`src/rtl/serial_div_pkg.sv`:
```
// Shared constants for the Wishbone serial divider: register map, CTRL/STATUS
// bit positions and the divider FSM state encoding.
package serial_div_pkg;

  localparam logic [2:0] REG_DIVIDEND  = 3'd0;
  localparam logic [2:0] REG_DIVISOR   = 3'd1;
  localparam logic [2:0] REG_CTRL      = 3'd2;
  localparam logic [2:0] REG_STATUS    = 3'd3;
  localparam logic [2:0] REG_QUOTIENT  = 3'd4;
  localparam logic [2:0] REG_REMAINDER = 3'd5;

  localparam int CTRL_START  = 0;
  localparam int CTRL_SIGNED = 1;

  localparam int STAT_BUSY = 0;
  localparam int STAT_DONE = 1;
  localparam int STAT_DIV0 = 2;

  typedef enum logic [1:0] {
    ST_IDLE = 2'd0,
    ST_CALC = 2'd1,
    ST_FIX  = 2'd2
  } state_e;

endpackage

```
`src/rtl/serial_div_core.sv`:
```
// Restoring shift-subtract divider, one quotient bit per cycle: IDLE -> CALC -> FIX.
// Signed operation is built in only when SERIAL_DIV_SIGNED_EN is defined.
module serial_div_core
  import serial_div_pkg::*;
#(
  parameter int XLEN = 32
) (
  input  logic            i_clk,
  input  logic            i_rst_n,
  input  logic            i_start,
  input  logic            i_signed,
  input  logic [XLEN-1:0] i_dividend,
  input  logic [XLEN-1:0] i_divisor,
  output logic            o_busy,
  output logic            o_start,
  output logic            o_fini,
  output logic            o_done,
  output logic            o_div0,
  output logic [XLEN-1:0] o_quotient,
  output logic [XLEN-1:0] o_remainder,
  output state_e          o_state
);

  localparam int CW = $clog2(XLEN);

  state_e          r_state, w_state_next;
  logic [CW-1:0]   r_cnt;
  logic [XLEN-1:0] r_rem, r_quo, r_dvs, r_q_out, r_r_out;
  logic            r_zero, r_start, r_fini, r_done, r_div0;
  logic [XLEN:0]   w_shift, w_diff;
  logic [XLEN-1:0] w_a_mag, w_b_mag, w_q_fix, w_r_fix;
  logic            w_div_zero;

  assign w_div_zero = (i_divisor == '0);
  assign w_shift    = {r_rem, r_quo[XLEN-1]};
  assign w_diff     = w_shift - {1'b0, r_dvs};

`ifdef SERIAL_DIV_SIGNED_EN
  logic r_neg_q, r_neg_r;

  assign w_a_mag = (i_signed && i_dividend[XLEN-1]) ? -i_dividend : i_dividend;
  assign w_b_mag = (i_signed && i_divisor[XLEN-1])  ? -i_divisor  : i_divisor;
  assign w_q_fix = r_neg_q ? -r_quo : r_quo;
  assign w_r_fix = r_neg_r ? -r_rem : r_rem;

  // Remainder follows the dividend sign so that quotient truncates toward zero.
  always_ff @(posedge i_clk or negedge i_rst_n) begin
    if (!i_rst_n) begin
      r_neg_q <= 1'b0;
      r_neg_r <= 1'b0;
    end else if (r_state == ST_IDLE && i_start) begin
      r_neg_q <= i_signed & (i_dividend[XLEN-1] ^ i_divisor[XLEN-1]);
      r_neg_r <= i_signed & i_dividend[XLEN-1];
    end
  end
`else
  logic w_unused_signed;

  assign w_unused_signed = i_signed;
  assign w_a_mag = i_dividend;
  assign w_b_mag = i_divisor;
  assign w_q_fix = r_quo;
  assign w_r_fix = r_rem;
`endif

  always_ff @(posedge i_clk or negedge i_rst_n) begin
    if (!i_rst_n) r_state <= ST_IDLE;
    else          r_state <= w_state_next;
  end

  always_comb begin
    w_state_next = r_state;
    case (r_state)
      ST_IDLE: if (i_start) w_state_next = w_div_zero ? ST_FIX : ST_CALC;
      ST_CALC: if (r_cnt == '0) w_state_next = ST_FIX;
      ST_FIX:  w_state_next = ST_IDLE;
      default: w_state_next = ST_IDLE;
    endcase
  end

  // On divide-by-zero r_quo carries the raw dividend straight to FIX as the remainder.
  always_ff @(posedge i_clk or negedge i_rst_n) begin
    if (!i_rst_n) begin
      r_cnt   <= '0;
      r_rem   <= '0;
      r_quo   <= '0;
      r_dvs   <= '0;
      r_q_out <= '0;
      r_r_out <= '0;
      r_zero  <= 1'b0;
      r_start <= 1'b0;
      r_fini  <= 1'b0;
      r_done  <= 1'b0;
      r_div0  <= 1'b0;
    end else begin
      r_start <= 1'b0;
      r_fini  <= 1'b0;
      case (r_state)
        ST_IDLE: begin
          if (i_start) begin
            r_start <= 1'b1;
            r_done  <= 1'b0;
            r_div0  <= 1'b0;
            r_rem   <= '0;
            r_cnt   <= CW'(XLEN - 1);
            r_zero  <= w_div_zero;
            r_quo   <= w_div_zero ? i_dividend : w_a_mag;
            r_dvs   <= w_b_mag;
          end
        end
        ST_CALC: begin
          r_cnt <= r_cnt - CW'(1);
          if (!w_diff[XLEN]) begin
            r_rem <= w_diff[XLEN-1:0];
            r_quo <= {r_quo[XLEN-2:0], 1'b1};
          end else begin
            r_rem <= w_shift[XLEN-1:0];
            r_quo <= {r_quo[XLEN-2:0], 1'b0};
          end
        end
        ST_FIX: begin
          r_fini  <= 1'b1;
          r_done  <= 1'b1;
          r_div0  <= r_zero;
          r_q_out <= r_zero ? '1 : w_q_fix;
          r_r_out <= r_zero ? r_quo : w_r_fix;
        end
        default: ;
      endcase
    end
  end

  assign o_busy      = (r_state != ST_IDLE);
  assign o_start     = r_start;
  assign o_fini      = r_fini;
  assign o_done      = r_done;
  assign o_div0      = r_div0;
  assign o_quotient  = r_q_out;
  assign o_remainder = r_r_out;
  assign o_state     = r_state;

endmodule

```
`src/rtl/wb_serial_divider.sv`:
```
// Wishbone slave front end of the serial divider: register decode, byte-lane
// operand writes and single-cycle ack. Signed mode via SERIAL_DIV_SIGNED_EN.
module wb_serial_divider
  import serial_div_pkg::*;
#(
  parameter int WBW  = 32,
  parameter int XLEN = 32
) (
  input  logic             clk_i,
  input  logic             reset_ni,
  input  logic             wbs_stb_i,
  input  logic             wbs_cyc_i,
  input  logic             wbs_we_i,
  input  logic [WBW/8-1:0] wbs_sel_i,
  input  logic [WBW-1:0]   wbs_adr_i,
  input  logic [WBW-1:0]   wbs_dat_i,
  output logic             wbs_ack_o,
  output logic [WBW-1:0]   wbs_dat_o,
  output logic             busy_o,
  output logic             start_o,
  output logic             fini_o
);

  logic            r_ack;
  logic [WBW-1:0]  r_dat, w_rd;
  logic [XLEN-1:0] r_dividend, r_divisor;
  logic [2:0]      w_off;
  logic            w_accept, w_wr, w_start;
  logic            w_busy, w_done, w_div0;
  logic [XLEN-1:0] w_quo, w_rem;
  state_e          w_state;
  logic            w_unused;

  assign w_off    = wbs_adr_i[4:2];
  assign w_accept = wbs_stb_i & wbs_cyc_i & ~r_ack;
  assign w_wr     = w_accept & wbs_we_i;
  assign w_start  = w_wr & (w_off == REG_CTRL) & wbs_dat_i[CTRL_START] & ~w_busy;
  assign w_unused = ^{wbs_adr_i, wbs_dat_i, wbs_sel_i, w_state};

  always_comb begin
    w_rd = '0;
    case (w_off)
      REG_DIVIDEND:  w_rd = WBW'(r_dividend);
      REG_DIVISOR:   w_rd = WBW'(r_divisor);
      REG_STATUS: begin
        w_rd[STAT_BUSY] = w_busy;
        w_rd[STAT_DONE] = w_done;
        w_rd[STAT_DIV0] = w_div0;
      end
      REG_QUOTIENT:  w_rd = WBW'(w_quo);
      REG_REMAINDER: w_rd = WBW'(w_rem);
      default:       w_rd = '0;
    endcase
  end

  // Operand writes land bit by bit under their byte-lane select; frozen while busy.
  always_ff @(posedge clk_i or negedge reset_ni) begin
    if (!reset_ni) begin
      r_ack      <= 1'b0;
      r_dat      <= '0;
      r_dividend <= '0;
      r_divisor  <= '0;
    end else begin
      r_ack <= w_accept;
      r_dat <= (w_accept && !wbs_we_i) ? w_rd : '0;
      if (w_wr && !w_busy) begin
        for (int i = 0; i < XLEN; i++) begin
          if (wbs_sel_i[i/8]) begin
            if (w_off == REG_DIVIDEND) r_dividend[i] <= wbs_dat_i[i];
            if (w_off == REG_DIVISOR)  r_divisor[i]  <= wbs_dat_i[i];
          end
        end
      end
    end
  end

  serial_div_core #(.XLEN(XLEN)) u_core (
    .i_clk       (clk_i),
    .i_rst_n     (reset_ni),
    .i_start     (w_start),
    .i_signed    (wbs_dat_i[CTRL_SIGNED]),
    .i_dividend  (r_dividend),
    .i_divisor   (r_divisor),
    .o_busy      (w_busy),
    .o_start     (start_o),
    .o_fini      (fini_o),
    .o_done      (w_done),
    .o_div0      (w_div0),
    .o_quotient  (w_quo),
    .o_remainder (w_rem),
    .o_state     (w_state)
  );

  assign wbs_ack_o = r_ack;
  assign wbs_dat_o = r_dat;
  assign busy_o    = w_busy;

endmodule

```
`config.mk`:
```
export PLATFORM = sky130hd
export DESIGN_NAME = wb_serial_divider
export DESIGN_NICKNAME = d
export VERILOG_FILES = /design/src/rtl/serial_div_pkg.sv /design/src/rtl/serial_div_core.sv /design/src/rtl/wb_serial_divider.sv
export SDC_FILE = /design/constraint.sdc
export NUM_CORES = 1
export LEC_CHECK = 0
export ABC_AREA = 1
export CAP_MARGIN = 5
export CORE_MARGIN = 3
export CORE_UTILIZATION = 53
export CTS_CLUSTER_DIAMETER = 60
export DETAILED_ROUTE_END_ITERATION = 10
export PLACE_DENSITY_LB_ADDON = 0.2
export SLEW_MARGIN = 20
export SYNTH_ARGS = -nofsm -noshare
export SYNTH_HDL_FRONTEND = slang
export SYNTH_SLANG_ARGS = --single-unit
export TNS_END_PERCENT = 20
```
`constraint.sdc`:
```
create_clock -name clk_i -period 2.16 [get_ports clk_i]
set_clock_uncertainty 0.05 [all_clocks]
set_input_delay 0.432 -clock clk_i [delete_from_list [all_inputs] [get_ports clk_i]]
set_output_delay 0.432 -clock clk_i [all_outputs]
set_load 0.03 [all_outputs]
```
==> flow_results.xml, run 1 <==
<?xml version="1.0" encoding="UTF-8"?>
<metrics>
  <group name="cells_and_area">
    <metric name="fraction_of_final_layout_cells_sized_beyond_drive_strength_1" unit="">0.132</metric>
    <metric name="most_common_library_cell_in_the_layout_ignoring_fill_and_taps" unit="">sky130_fd_sc_hd__nand2_1</metric>
    <metric name="layout.cells.most_common_list" unit="">506 x sky130_fd_sc_hd__nand2_1, 334 x sky130_fd_sc_hd__inv_1, 268 x sky130_fd_sc_hd__dfrtp_1</metric>
    <metric name="design_area" unit="µm²">17600</metric>
    <metric name="nNetsFinal" unit="">2150</metric>
    <metric name="final_cell_count_no_fill" unit="">2399</metric>
    <metric name="insertedDiodeCount" unit="">0</metric>
    <metric name="syn_to_final_growth" unit="%">23.9</metric>
  </group>
  <group name="detailed_routing">
    <metric name="wl" unit="mm">40.6</metric>
    <metric name="drt_first_pass_iters" unit="">6</metric>
    <metric name="avgRoutedWirePerCell" unit="µm">16.9</metric>
    <metric name="dr.first_iter.drc_count" unit="">1052</metric>
    <metric name="final_antenna_net_count" unit="">0</metric>
    <metric name="detail_route.drc_violations" unit="">0</metric>
    <metric name="num_vias" unit="">12815</metric>
    <metric name="detail_route.vias_per_cell" unit="">5.34</metric>
  </group>
  <group name="pwr">
    <metric name="intPower" unit="mW">13.9</metric>
    <metric name="net-switching-power" unit="mW">9.51</metric>
    <metric name="power.clock.fraction" unit="">0.202</metric>
    <metric name="cellLeakagePower" unit="nW">9.04</metric>
    <metric name="sw_frac_of_total" unit="">0.406</metric>
    <metric name="power_per_cell_area" unit="nW/µm²">1330</metric>
    <metric name="ir_drop" unit="mV">0.828</metric>
    <metric name="power" unit="mW">23.4</metric>
    <metric name="p_seq_frac" unit="">0.319</metric>
    <metric name="combPwrFrac" unit="">0.479</metric>
  </group>
  <group name="synth">
    <metric name="cell_types_occupying_the_most_area_after_synthesis" unit="">sky130_fd_sc_hd__dfrtp_1 47%, sky130_fd_sc_hd__nand2_1 14%, sky130_fd_sc_hd__inv_1 8.9%, sky130_fd_sc_hd__o21ai_0 5.4%, sky130_fd_sc_hd__ha_1 3.0%</metric>
    <metric name="synth_cell_types" unit="">41</metric>
    <metric name="syn_nets" unit="">1953</metric>
    <metric name="synth_largest_type_area_fraction" unit="">0.473</metric>
    <metric name="synth_async_sr_flop_share" unit="">1.00</metric>
    <metric name="syn_avg_cell_area" unit="µm²">7.72</metric>
    <metric name="seq_cells_post_synth" unit="">269</metric>
    <metric name="number_of_enable_flip_flop_cells_after_synthesis" unit="">0</metric>
    <metric name="synth-warning-count" unit="">0</metric>
    <metric name="synth_sequential_area_ratio" unit="">0.473</metric>
    <metric name="number_of_cells_produced_by_synthesis" unit="">1845</metric>
    <metric name="post_synthesis_cell_area" unit="µm²">14200</metric>
    <metric name="synth_largest_area_cell" unit="">sky130_fd_sc_hd__dfrtp_1</metric>
    <metric name="synthFlopType" unit="">sky130_fd_sc_hd__dfrtp_1</metric>
  </group>
  <group name="worst_setup_path">
    <metric name="crit_path_cell_trace" unit="">inv_2 -&gt; ha_4 -&gt; inv_2 -&gt; fa_2 -&gt; nand2_2 -&gt; nand2_1 -&gt; nand3b_1 -&gt; nand2_2 -&gt; nand2_2 -&gt; nand2_4 -&gt; nand2_4 -&gt; nand3_2 -&gt; nand2_4 -&gt; buf_12 -&gt; nand2_1 -&gt; nand3_1 -&gt; nand2_1</metric>
    <metric name="critPathMaxStageDelay" unit="ns">0.40</metric>
    <metric name="crit_path_max_fanout" unit="">22</metric>
    <metric name="cp_data_arrival_time" unit="ns">2.71</metric>
    <metric name="timing.critical_path.slowest_stage_cell" unit="">sky130_fd_sc_hd__dfrtp_1</metric>
    <metric name="startpoint_type" unit="">register</metric>
    <metric name="worstPathRequired" unit="ns">2.54</metric>
    <metric name="kind_of_end_point_of_the_critical_path" unit="">register</metric>
    <metric name="worstSetupPathType" unit="">register to register</metric>
    <metric name="r2r_setup_slack" unit="ns">-0.18</metric>
  </group>
  <group name="timing">
    <metric name="worstMarginPinSlew" unit="ns">0.773</metric>
    <metric name="post-route-min-period" unit="ns">2.34</metric>
    <metric name="rsz0062_at_grt" unit="">true</metric>
    <metric name="timing.fmax" unit="MHz">428</metric>
    <metric name="worst_hold_slack" unit="ns">0.381</metric>
    <metric name="finalSetupViolCount" unit="">33</metric>
    <metric name="postLayoutSetupSlackWorst" unit="ns">-0.177</metric>
    <metric name="final_max_slew_viol_count" unit="">0</metric>
    <metric name="period_share" unit="">1.08</metric>
    <metric name="relSlewSlack" unit="">0.480</metric>
    <metric name="hold_violations" unit="">0</metric>
  </group>
  <group name="run_status">
    <metric name="violations" unit="">negative setup slack</metric>
    <metric name="run_status" unit="">complete, but fails checks</metric>
  </group>
  <group name="global_routing">
    <metric name="grt_max_degree" unit="">68</metric>
    <metric name="number_of_antenna_violations_at_the_first_check_in_global_routing" unit="">0</metric>
    <metric name="grt_util_all_layers" unit="">0.281</metric>
    <metric name="global_route.overflow_total" unit="">0</metric>
    <metric name="grt_pass1_vias" unit="">12823</metric>
    <metric name="global_route_wire_length_before_repair" unit="mm">65.7</metric>
  </group>
  <group name="clocking">
    <metric name="ctsLongestPathBuffers" unit="">3</metric>
    <metric name="worstSkewPairLatency" unit="ns">0.54</metric>
    <metric name="cts_root_buf" unit="">sky130_fd_sc_hd__clkbuf_16</metric>
    <metric name="clk_pin_slew" unit="ns">0.06</metric>
    <metric name="cts_tree" unit="">built</metric>
    <metric name="cts_inserted_buffers" unit="">28</metric>
    <metric name="h-tree-depth" unit="">1</metric>
    <metric name="clock_sink_count" unit="">269</metric>
  </group>
  <group name="floorplan">
    <metric name="core-area" unit="µm²">26200</metric>
    <metric name="initial_core_util" unit="">0.544</metric>
    <metric name="io_pins" unit="">109</metric>
    <metric name="die-area" unit="µm²">28900</metric>
    <metric name="fp.dieH" unit="µm">170</metric>
    <metric name="die_width" unit="µm">170</metric>
    <metric name="floorplan.rows" unit="">59</metric>
  </group>
  <group name="place">
    <metric name="preCtsSetupSlack" unit="ns">-0.297</metric>
    <metric name="numPlacedInstances" unit="">2342</metric>
    <metric name="portBuffers" unit="">79</metric>
    <metric name="postPlaceCellArea" unit="µm²">16600</metric>
    <metric name="finalWeightedCongestion" unit="">0.905</metric>
    <metric name="dp_hpwl" unit="mm">30.2</metric>
  </group>
  <group name="hold_path">
    <metric name="min_path_type" unit="">input pin to async pin</metric>
  </group>
  <group name="job">
    <metric name="drv.max_cap_violation_count" unit="">0</metric>
  </group>
</metrics>
==> critical path: cells and delay by family, from the launching register on <==
kind,cells,cell delay (ns)
buffers and inverters,3,0.31
flip-flops,1,0.40
adder cells (fa/ha/maj),2,0.50
AND/OR/NAND/NOR,12,0.94
==> flip-flops by register name (all words and copies together), names as in the netlist <==
signal              flops
u_core.o_remainder     32
u_core.o_state          2
u_core.r_cnt            5
u_core.o_quotient      32
u_core.o_done           1
wbs_ack_o               1
r_dividend             32
u_core.o_start          1
wbs_dat_o              32
u_core.r_zero           1
u_core.r_quo           32
u_core.o_div0           1
u_core.r_dvs           32
u_core.o_fini           1
r_divisor              32
u_core.r_rem           32
==> worst paths after layout <==
path                                  startpoint          endpoint  cells past startpoint
worst max-delay path            u_core.r_quo[31]   u_core.r_rem[0]                     17
worst min register to register  u_core.r_dvs[27]  u_core.r_dvs[27]                      2
min in group clk_i                 wbs_dat_i[25]    r_dividend[25]                      3
max in group asynchronous               reset_ni    r_dividend[30]                      3
worst max register to register  u_core.r_quo[31]   u_core.r_rem[0]                     17
worst min-delay path                    reset_ni   u_core.r_dvs[8]                      2
==> logic make-up after synthesis <==
kind of cell / synth area share
fa+ha+maj: 0.0313
buf+inv: 0.116
xor+xnor: 0.00984
compound gates: 0.158
flops: 0.473
simple gates: 0.212
==> cell type report <==
type                    count  area (µm²)
clock buffers              41         831
clock inverters            11        85.1
fillers                  2185        8560
inverters                 342        1280
multi-input cells        1158        5960
flip-flops and latches    269        6730
well taps                 335         419
repair buffers            243        2330
==> through the flow <==
stage,utilization,setup TNS (ns)
2_1_floorplan,-,-0.138
3_3_place_gp,0.634,-8.84
3_5_place_dp,0.634,-12.91
4_1_cts,0.672,-3.70
5_1_grt,0.673,-8.32
6_report,0.673,-4.40
==> cells in the mapped netlist (all sizes together), types with 2 or more instances <==
library cell / n
a211oi: 2
a21o: 2
a21oi: 71
a221oi: 30
a22oi: 34
a31oi: 2
buf: 21
clkbuf: 55
clkinv: 4
dfrtp: 269
ha: 34
inv: 338
nand2: 537
nand3: 64
nand3b: 3
nand4: 12
nor2: 95
nor3: 6
nor4: 10
o211ai: 38
o21ai: 163
o22ai: 35
xnor2: 16
==> timing repair <==
item                       in CTS  in global routing
hold buffers                    1                  0
setup endpoints to repair      34                 34
hold endpoints to repair       61                  0
gates resized for setup        18                 11
buffers inserted                2                  1
pin swaps                       1                  1
gates cloned                    1                  0
==> power groups by stage <==
stage	sequential [mW]	clock, mW	combinational, mW
floorplan	7.30	0	7.06
global placement	7.46	0	10.7
detailed placement	7.50	0	10.9
CTS	7.44	4.78	11.2
global route	7.61	5.00	12.6
finish	7.47	4.74	11.2
==> per-layer routing <==
metal	up-vias	track usage	wire, µm
met5	-	0	0
met4	0	0.103	1580
met3	92	0.0272	1660
met2	381	0.481	19700
met1	6048	0.376	17600
li1	6294	-	-
Note: power is estimated with default switching activity, not from simulation.
==> run 2: changes to the inputs <==
--- a/config.mk
+++ b/config.mk
@@ -8,3 +8,3 @@
 export ABC_AREA = 1
-export CAP_MARGIN = 5
+export CAP_MARGIN = 40
 export CORE_MARGIN = 3
@@ -14,2 +14,3 @@
 export PLACE_DENSITY_LB_ADDON = 0.2
+export REMOVE_ABC_BUFFERS = 1
 export SLEW_MARGIN = 20
--- a/constraint.sdc
+++ b/constraint.sdc
@@ -4,2 +4,2 @@
 set_output_delay 0.432 -clock clk_i [all_outputs]
-set_load 0.03 [all_outputs]
+set_load 0.01 [all_outputs]
==> run 2 against run 1 <==
The run still ends with negative setup slack left. Register-to-register slack got worse by 0.06 ns. Die area unchanged. Sequential cell count is the same. Sequential power is essentially flat. Worst hold slack lost 0.060 ns. Critical path type unchanged. Highest routed layer is now met5.
==> flow_results.xml, run 2 (same netlist as run 1, synthesis figures left out) <==
<?xml version="1.0" encoding="UTF-8"?>
<metrics>
  <group name="detailed_routing">
    <metric name="detail_route.vias_per_cell" unit="">5.36</metric>
    <metric name="final_antenna_net_count" unit="">0</metric>
    <metric name="avgRoutedWirePerCell" unit="µm">16.8</metric>
    <metric name="detail_route.drc_violations" unit="">0</metric>
    <metric name="drt_first_pass_iters" unit="">5</metric>
    <metric name="wl" unit="mm">40.5</metric>
    <metric name="num_vias" unit="">12929</metric>
    <metric name="dr.first_iter.drc_count" unit="">968</metric>
  </group>
  <group name="clocking">
    <metric name="ctsLongestPathBuffers" unit="">3</metric>
    <metric name="clock_sink_count" unit="">269</metric>
    <metric name="h-tree-depth" unit="">1</metric>
    <metric name="clk_pin_slew" unit="ns">0.06</metric>
    <metric name="cts_inserted_buffers" unit="">31</metric>
    <metric name="worstSkewPairLatency" unit="ns">0.56</metric>
    <metric name="cts_tree" unit="">built</metric>
    <metric name="cts_root_buf" unit="">sky130_fd_sc_hd__clkbuf_16</metric>
  </group>
  <group name="worst_setup_path">
    <metric name="crit_path_cell_trace" unit="">inv_2 -&gt; ha_4 -&gt; inv_4 -&gt; fa_2 -&gt; nand2_2 -&gt; nand2_1 -&gt; nand3b_1 -&gt; nand2_2 -&gt; nand2_2 -&gt; nand2_4 -&gt; nand2_4 -&gt; nand3_4 -&gt; nand2_8 -&gt; buf_12 -&gt; buf_12 -&gt; nand2_2 -&gt; nand3_1 -&gt; nand2_1</metric>
    <metric name="timing.critical_path.slowest_stage_cell" unit="">sky130_fd_sc_hd__dfrtp_1</metric>
    <metric name="cp_data_arrival_time" unit="ns">2.80</metric>
    <metric name="crit_path_max_fanout" unit="">8</metric>
    <metric name="r2r_setup_slack" unit="ns">-0.24</metric>
    <metric name="timing.critical_path.buf_inv" unit="">4</metric>
    <metric name="startpoint_type" unit="">register</metric>
    <metric name="worstSetupPathType" unit="">register to register</metric>
    <metric name="critical-path-top-delay-family" unit="">simple AND/OR/NAND/NOR gates</metric>
    <metric name="crit_top_cell" unit="">sky130_fd_sc_hd__nand2_2</metric>
    <metric name="kind_of_end_point_of_the_critical_path" unit="">register</metric>
    <metric name="worstPathRequired" unit="ns">2.56</metric>
    <metric name="critPathMaxStageDelay" unit="ns">0.40</metric>
  </group>
  <group name="global_routing">
    <metric name="grt_util_all_layers" unit="">0.284</metric>
    <metric name="global_route.peak_usage_layer" unit="">met2</metric>
    <metric name="gr-usage-met3" unit="">0.0460</metric>
    <metric name="global_route_wire_length_before_repair" unit="mm">66.4</metric>
    <metric name="grt_use_met2" unit="">0.467</metric>
    <metric name="grt_pass1_vias" unit="">13135</metric>
    <metric name="met1_usage" unit="">0.399</metric>
    <metric name="number_of_antenna_violations_at_the_first_check_in_global_routing" unit="">1</metric>
    <metric name="global_route.overflow_total" unit="">0</metric>
    <metric name="grt_max_degree" unit="">60</metric>
  </group>
  <group name="cells_and_area">
    <metric name="fill_cells" unit="">2234</metric>
    <metric name="nNetsFinal" unit="">2163</metric>
    <metric name="insertedDiodeCount" unit="">0</metric>
    <metric name="postLayoutCoreUtil" unit="">0.681</metric>
    <metric name="syn_to_final_growth" unit="%">25.4</metric>
    <metric name="final_cell_count_no_fill" unit="">2411</metric>
    <metric name="layout.cells.most_common_list" unit="">496 x sky130_fd_sc_hd__nand2_1, 334 x sky130_fd_sc_hd__inv_1, 268 x sky130_fd_sc_hd__dfrtp_1</metric>
    <metric name="most_common_library_cell_in_the_layout_ignoring_fill_and_taps" unit="">sky130_fd_sc_hd__nand2_1</metric>
    <metric name="fraction_of_final_layout_cells_sized_beyond_drive_strength_1" unit="">0.144</metric>
  </group>
  <group name="place">
    <metric name="dp_hpwl" unit="mm">28.8</metric>
    <metric name="preCtsSetupSlack" unit="ns">-0.410</metric>
    <metric name="portBuffers" unit="">79</metric>
    <metric name="numPlacedInstances" unit="">2349</metric>
    <metric name="finalWeightedCongestion" unit="">0.980</metric>
  </group>
  <group name="timing">
    <metric name="relSlewSlack" unit="">0.561</metric>
    <metric name="finalSetupViolCount" unit="">33</metric>
    <metric name="hold_violations" unit="">0</metric>
    <metric name="period_share" unit="">1.11</metric>
    <metric name="post-route-min-period" unit="ns">2.40</metric>
    <metric name="worstMarginPinSlew" unit="ns">0.658</metric>
    <metric name="postLayoutSetupSlackWorst" unit="ns">-0.242</metric>
    <metric name="final_max_slew_viol_count" unit="">0</metric>
    <metric name="rsz0062_at_grt" unit="">true</metric>
    <metric name="timing.fmax" unit="MHz">416</metric>
  </group>
  <group name="pwr">
    <metric name="power_per_cell_area" unit="nW/µm²">1370</metric>
    <metric name="ir_drop" unit="mV">0.796</metric>
    <metric name="cellLeakagePower" unit="nW">9.11</metric>
  </group>
  <group name="floorplan">
    <metric name="die-area" unit="µm²">28900</metric>
    <metric name="floorplan.rows" unit="">59</metric>
    <metric name="core-area" unit="µm²">26200</metric>
    <metric name="initial_core_util" unit="">0.544</metric>
    <metric name="io_pins" unit="">109</metric>
    <metric name="die_width" unit="µm">170</metric>
    <metric name="fp.dieH" unit="µm">170</metric>
  </group>
  <group name="run_status">
    <metric name="violations" unit="">negative setup slack</metric>
    <metric name="run_status" unit="">complete, but fails checks</metric>
  </group>
  <group name="job">
    <metric name="drv.max_cap_violation_count" unit="">0</metric>
  </group>
  <group name="hold_path">
    <metric name="min_path_type" unit="">input pin to async pin</metric>
  </group>
</metrics>
## run 2: cell type report
class	count	area, µm²	share of cell area
flip-flops and latches	269	6730	0.377
inverters	342	1290	0.0722
multi-input cells	1158	6020	0.337
repair buffers	253	2400	0.134
well taps	335	419	0.0235
clock buffers	40	830	0.0465
clock inverters	14	164	0.00918
## run 2: power by group
group          internal (mW)  switching, mW  leakage, nW
clock network           2.98           2.17        0.482
logic                   4.95           6.86         5.24
registers               6.62          0.864         3.39
## run 2: path summary, 6_finish.rpt
path,depth (start not counted),startpoint,endpoint
setup reg to reg,18,u_core.r_quo[31],u_core.r_rem[3]
min in group clk_i,3,wbs_dat_i[24],r_divisor[24]
hold reg to reg,2,u_core.r_dvs[1],u_core.r_dvs[1]
setup / recovery,18,u_core.r_quo[31],u_core.r_rem[3]
max in group asynchronous,4,reset_ni,r_divisor[26]
hold / removal,2,reset_ni,u_core.o_quotient[9]
## run 2: per-layer routing
layer	part of all wire	wire, µm	vias to the layer above
met1	0.45	18300	6132
li1	-	-	6318
met3	0.064	2610	68
met4	0.023	935	2
met5	0.00017	7	-
met2	0.46	18600	409
## run 2: through the flow
step	TNS, ns	hold WS [ns]	power (mW)	area (µm²)
floorplan	-186.25	0.0864	13.9	13900
global placement	-10.07	0.303	18.1	16600
detailed placement	-14.34	0.312	18.3	16600
CTS	-4.68	0.320	24.4	17800
global route	-11.13	0.331	26.3	17900
finish	-6.40	0.321	24.4	17900
## run 2: timing repair
item,CTS,global route
hold buffers,1,0
pin swaps,9,15
resized for setup,30,23
endpoints found under the setup margin,34,33
setup buffers,5,1
hold endpoints to repair,36,0
gates cloned,2,0
